### config.mk
export PLATFORM = sky130hd
export DESIGN_NAME = mano_seq_core
export DESIGN_NICKNAME = d
export VERILOG_FILES = /design/src/rtl/mano_pkg.sv /design/src/rtl/mano_time_decoder.sv /design/src/rtl/mano_seq_core.sv
export SDC_FILE = /design/constraint.sdc
export NUM_CORES = 1
export LEC_CHECK = 0
export BUFFER_PORTS_ARGS = -buffer_cell sky130_fd_sc_hd__buf_2
export CORE_ASPECT_RATIO = 2
export CORE_MARGIN = 5
export CORE_UTILIZATION = 60
export DETAILED_ROUTE_END_ITERATION = 6
export PLACE_DENSITY = 0.79
export SETUP_SLACK_MARGIN = 0.1
export SLEW_MARGIN = 30
export SYNTH_ARGS = -nofsm -noshare
export SYNTH_HDL_FRONTEND = slang
export SYNTH_HIERARCHICAL = 1
export SYNTH_SLANG_ARGS = --single-unit
export TNS_END_PERCENT = 50
### constraint.sdc
create_clock -name clock -period 2.6 [get_ports clock]
set_input_delay 0.26 -clock clock [delete_from_list [all_inputs] [get_ports clock]]
set_output_delay 0.26 -clock clock [all_outputs]
set_load 0.005 [all_outputs]
### src/rtl/mano_pkg.sv
// Shared definitions for the Mano-style sequencer core: opcode constants,
// T-state encoding and opcode field placement.
// Optional feature macro: MANO_ADD_EN (enables the ADD instruction).
package mano_pkg;

  // Opcode occupies the OP_W most-significant bits of an instruction word.
  localparam int unsigned OP_W = 3;

  localparam logic [OP_W-1:0] OP_NOP = 3'b000;
  localparam logic [OP_W-1:0] OP_MOV = 3'b001;
  localparam logic [OP_W-1:0] OP_LDI = 3'b010;
  localparam logic [OP_W-1:0] OP_LDA = 3'b011;
  localparam logic [OP_W-1:0] OP_ADD = 3'b100;
  localparam logic [OP_W-1:0] OP_HLT = 3'b111;

  typedef enum logic [2:0] {
    T0 = 3'd0, T1 = 3'd1, T2 = 3'd2, T3 = 3'd3,
    T4 = 3'd4, T5 = 3'd5, T6 = 3'd6, T7 = 3'd7
  } tstate_e;

  // Instructions that fetch a second word and continue past T3.
  function automatic logic op_has_operand(input logic [OP_W-1:0] op);
`ifdef MANO_ADD_EN
    return (op == OP_LDI) || (op == OP_LDA) || (op == OP_ADD);
`else
    return (op == OP_LDI) || (op == OP_LDA);
`endif
  endfunction

endpackage

### src/rtl/mano_time_decoder.sv
// Converts the encoded T-state into one-hot timing signals t0..t7.
module mano_time_decoder
  import mano_pkg::*;
(
  input  logic [2:0] t,
  output logic [7:0] t_onehot
);

  // One-hot decode of the current T-state
  always_comb begin
    t_onehot    = '0;
    t_onehot[t] = 1'b1;
  end

endmodule

### src/rtl/mano_seq_core.sv
// Mano-style T-state sequencer core: fetch/execute of NOP, MOV, LDI, LDA,
// HLT and (with MANO_ADD_EN defined) ADD over a small internal memory.
// Optional feature macro: MANO_ADD_EN.
module mano_seq_core
  import mano_pkg::*;
#(
  parameter int unsigned DW = 8,
  parameter int unsigned AW = 4
) (
  input  logic          clock,
  input  logic          reset_n,
  input  logic          step,
  input  logic          start,
  input  logic          load_we,
  input  logic [AW-1:0] load_addr,
  input  logic [DW-1:0] load_data,
  input  logic          r_we,
  input  logic [DW-1:0] r_data,
  output logic [DW-1:0] a_out,
  output logic [DW-1:0] ir_out,
  output logic [AW-1:0] pc_out,
  output logic [2:0]    t_state,
  output logic          halted,
  output logic          carry
);

  logic [DW-1:0] mem [2**AW];
  logic [AW-1:0] pc, mar;
  logic [DW-1:0] mbr, ir, a, r;
  tstate_e       t_q, t_d;
  logic          halted_q, halted_d;
  logic [7:0]    ts;
  logic [OP_W-1:0] op;
  logic          adv;

  logic mar_from_pc, mar_from_mbr, mbr_load, pc_inc, ir_load;
  logic a_from_r, a_from_mbr;
`ifdef MANO_ADD_EN
  logic a_add;
  logic carry_q;
`endif

  assign op  = ir[DW-1 -: OP_W];
  assign adv = step && !halted_q;

  mano_time_decoder u_tdec (
    .t        (t_q),
    .t_onehot (ts)
  );

  // State register: T-state and halt flag
  always_ff @(posedge clock) begin
    if (!reset_n) begin
      t_q      <= T0;
      halted_q <= 1'b1;
    end else begin
      t_q      <= t_d;
      halted_q <= halted_d;
    end
  end

  // Next-state: halt/start handling and T-state sequencing per opcode
  always_comb begin
    t_d      = t_q;
    halted_d = halted_q;
    if (halted_q) begin
      t_d = T0;
      if (start) halted_d = 1'b0;
    end else if (step) begin
      unique case (t_q)
        T3: begin
          t_d = op_has_operand(op) ? T4 : T0;
          if (op == OP_HLT) halted_d = 1'b1;
        end
        T5:      t_d = (op == OP_LDI) ? T0 : T6;
        T7:      t_d = T0;
        default: t_d = tstate_e'(t_q + 3'd1);
      endcase
    end
  end

  // Output decode: datapath strobes for the step cycle leaving each T-state
  always_comb begin
    mar_from_pc  = 1'b0;
    mar_from_mbr = 1'b0;
    mbr_load     = 1'b0;
    pc_inc       = 1'b0;
    ir_load      = 1'b0;
    a_from_r     = 1'b0;
    a_from_mbr   = 1'b0;
`ifdef MANO_ADD_EN
    a_add        = 1'b0;
`endif
    if (adv) begin
      if (ts[0]) mar_from_pc = 1'b1;
      if (ts[1] || ts[4]) begin
        mbr_load = 1'b1;
        pc_inc   = 1'b1;
      end
      if (ts[2]) ir_load = 1'b1;
      if (ts[3]) begin
        a_from_r    = (op == OP_MOV);
        mar_from_pc = op_has_operand(op);
      end
      if (ts[5]) begin
        a_from_mbr   = (op == OP_LDI);
        mar_from_mbr = (op != OP_LDI);
      end
      if (ts[6]) mbr_load = 1'b1;
      if (ts[7]) begin
        a_from_mbr = (op == OP_LDA);
`ifdef MANO_ADD_EN
        a_add      = (op == OP_ADD);
`endif
      end
    end
  end

  // Datapath registers; R is writable on any cycle and MOV sees its old value
  always_ff @(posedge clock) begin
    if (!reset_n) begin
      pc  <= '0;
      mar <= '0;
      mbr <= '0;
      ir  <= '0;
      a   <= '0;
      r   <= '0;
`ifdef MANO_ADD_EN
      carry_q <= 1'b0;
`endif
    end else begin
      if (mar_from_pc)       mar <= pc;
      else if (mar_from_mbr) mar <= mbr[AW-1:0];
      if (mbr_load) mbr <= mem[mar];
      if (pc_inc)   pc  <= pc + 1'b1;
      if (ir_load)  ir  <= mbr;
      if (a_from_r)        a <= r;
      else if (a_from_mbr) a <= mbr;
`ifdef MANO_ADD_EN
      else if (a_add)      {carry_q, a} <= {1'b0, a} + {1'b0, mbr};
`endif
      if (r_we) r <= r_data;
    end
  end

  // Program memory: loadable only while halted, never cleared by reset
  always_ff @(posedge clock) begin
    if (reset_n && load_we && halted_q) mem[load_addr] <= load_data;
  end

`ifdef MANO_ADD_EN
  assign carry = carry_q;
`else
  assign carry = 1'b0;
`endif

  assign a_out   = a;
  assign ir_out  = ir;
  assign pc_out  = pc;
  assign t_state = t_q;
  assign halted  = halted_q;

endmodule

==> implementation parameters <==
Parameter                              Value

Run status
  Result of the run    finished clean

Critical path
  Largest stage delay on the critical path    0.56 ns
  Worst setup path class    register to register
  Critical Path Source Type    register
  Arr. time, crit path    2.56 ns
  Launch point of the worst path    t_state[2]
  Setup crit end kind    register
  Standard cell with the maximum stage delay on the critical path    dfxtp_1
  Data required time of the critical path    2.87 ns
  Maximum net fanout on the critical path    14
  Startpoint of the worst-slack reg-to-reg timing path    t_state[2]
  CP Cell Sequence    and3b_2 -> or3b_2 -> a211oi_4 -> or2_2 -> a211oi_1

CTS
  PostCTS Resize Cnt    0
  Clock tree root buffer cell    clkbuf_16
  Clock tree from TritonCTS    built
  Total CTS buffers    17
  Clock-pin slew reported for the worst setup and hold paths after clock tree synthesis    0.07 ns
  Post-CTS Repair Setup Buffers    0
  Hold buffers post-CTS    0
  Clock Sinks    172
  Clk Latency, worst-skew pair    0.43 ns
  Depth of the CTS H-tree    4
  Clock Path Buffers    2

Synth
  Distinct cells, synth    52
  Share of synthesized registers carrying an async set or reset    0%
  Seq/Total Area, Yosys    67.6%
  Primary flip-flop cell chosen by synthesis mapping    edfxtp_1
  Instance count of the mapped netlist    439
  Net count after synthesis    470
  Simple-Gate Fraction of Synth Area    9.38%
  Number of flops mapped to enable cells by yosys    128
  Synth top cells by count    128 x edfxtp_1, 44 x dfxtp_1, 34 x nor2_1, 26 x mux4_2, 25 x nand2_1
  Leading cell types by total area after synthesis    edfxtp_1 55%, dfxtp_1 13%, mux4_2 8.4%
  Yosys warning count    6
  Area share of the leading cell type in the synthesized netlist    roughly 55%
  Multiplexer share of the synthesized area    14.4%
  Area leader, netlist    edfxtp_1
  Post-synthesis average cell area    15.9 um^2
  Flip-flop and latch count after synthesis    172
  Share of the synthesized area in compound gates (AO/OA/AOI/OAI)    5.17%
  Synth Area in Adders    0.895%
  Cell area after synthesis    between 6000 and 7000 um^2
  Share of the synthesized netlist area taken by xor and xnor gates    0.376%
  Dominant combinational cell family by area after synthesis    multiplexers
  Most common cell in the netlist    edfxtp_1

Floorplan
  DIE AREA    14000 um^2
  Number of top-level pins    51
  Width of the chip    86.3 um
  Die span in y    163 um
  Placeable Area    11400 um^2
  Initial Utilization    61.6%
  Cell Rows    55

Drt
  Post-detailed-route DRC marker count    0
  Total Routed Length    between 15 and 20 mm
  Routed wl met2    between 8 and 9 mm
  Wirelength per Cell    ~23 um
  Highest metal layer used by the detailed router    met4
  Iteration count of the initial detailed-routing pass    4
  Count of routing violations after the opening detailed-route iteration    264
  Detail-routed via count per cell    6.13
  Met3 Routed Length    ~730 um
  Number of nets with antenna violations after detailed routing    0
  Wl on met1    5.17 mm
  Total via count in the routed design    4052

Timing
  Worst clock skew    roughly 0.0095 ns
  Final setup viols    0
  RSZ-0062 raised after global routing    no
  Sum Neg Setup Slack    0 ns
  Max frequency    0.437 GHz
  Number of max-slew violations in the final report    0
  Transition time at the pin with the least slew margin    0.816 ns
  Final critical path time including I/O delays and setup    2.29 ns
  Final number of hold-violating endpoints    0
  Relative slew margins    45.5%
  Final worst path period share    88.0%

Hold path
  Class of the worst hold path    input port to register
  Beginning of the worst hold path    r_data[2]

Pwr
  Maximum vdd ir drop    around 0.00049 V
  Tot Pwr    5.70 mW
  Power density relative to cell area    ~710 nW/um^2
  Standby leakage power    roughly 2.8 nW

Layout
  Share of the core filled with cells    around 71%
  Final Non-Filler Cells    661
  Share of cells above drive strength 1    between 20% and 30%
  Signed area change from the synthesized netlist to the final layout    15.1%
  Final-stage net count    537
  Post-route cell area    a little over 8000 um^2
  Ant. Diodes    0

Global route
  First-pass GRT wire length    23.3 mm
  Overflow after GRT    0
  Antenna violations before repair    0
  Vias in the first global route    4145
  Combined global-route utilization of all metal layers    a little under a quarter
  Maximum number of pins on one net before global-route repair    43

Placement
  Number of I/O port buffers    49
  Post-Place Cell Area    7450 um^2
  DPL Wire Length    10.7 mm
  Post-placement cell count    ~630
  Final weighted congestion of routability-driven global placement    0.919

Run
  Number of max-capacitance violations reported    0
==> worst paths after layout <==
kind | cells after the start | endpoint | slack, ns
min reg2reg | 2 | ir_out[4] | 0.47
min | 3 | r[2] | 0.07
max reg2reg | 5 | a_out[1] | 0.31
max | 5 | a_out[1] | 0.31
==> cells by family after synthesis <==
kind of cell               after synthesis
buffers and inverters                   28
and+or+nand+nor                        125
other                                    1
xor gates and xnor gates                 3
AOI/OAI and AO/OA                       50
adders and majority gates                5
muxes                                   55
DFF                                    172
==> layer usage <==
metal / global-route usage (%) / up-vias
met1: 24.4 / 2003
met2: 42.4 / 143
met5: 0 / -
li1: - / 1868
met3: 5.01 / 38
met4: 10.5 / 0
==> cells in the final DEF, fill, tap and decap left out, types with 2 or more instances in the layout <==
master     count
a211oi_1      11
inv_1          3
buf_2         49
nor3_1        17
nor2_1        34
mux2i_1       21
nand2b_1       6
or3b_2         2
mux4_2        26
a22oi_1        5
edfxtp_1     128
and3b_2        3
or3_1          2
clkbuf_16     17
and3_1         2
a21oi_1       15
nor3b_1        5
nand2_1       25
and4_1         5
xnor2_1        3
buf_4         23
inv_8          4
inv_6          5
ha_1           5
dfxtp_1       43
nand3_1       13
clkinv_8       4
mux4_1         8
nor2b_1        2
o211ai_1       6
o221a_2        2
==> per-stage QoR <==
stage / hold WS [ns] / setup slack (ns)
after detailed placement: 0.456 / 0.348
after global routing: 0.0791 / 0.134
after CTS: 0.0649 / 0.336
final: 0.0690 / 0.312
after global placement: 0.441 / 0.427
after floorplan: 0.351 / 0.542
==> final cells by class <==
cell class | count | area, um^2
clock buffers | 17 | 425
clock inverters | 15 | 166
fillers | 722 | 3310
inverters | 4 | 15.0
multi-input cells | 239 | 2120
flip-flops and latches | 172 | 4730
well taps | 142 | 178
repair buffers | 72 | 418
==> worst max-delay path: cells and delay by family, from the launching register on <==
| family | cells | cell delay (ns) |
|---|---|---|
| compound gates | 2 | 0.54 |
| flops | 1 | 0.56 |
| simple gates | 3 | 1.03 |
==> state kept, by name (all words and copies together) (netlist names) <==
name     flops
mar          4
halted       1
ir_out       8
r            8
a_out        8
pc_out       4
mbr          8
t_state      3
mem        128
==> where the power goes <==
group          switching (mW)  internal, mW  total, mW
sequential             0.0326          2.97       3.00
combinational           0.145         0.109      0.253
clock                    1.16          1.29       2.45
total                    1.33          4.37       5.70
No activity file was read; power rests on OpenSTA's default activity.
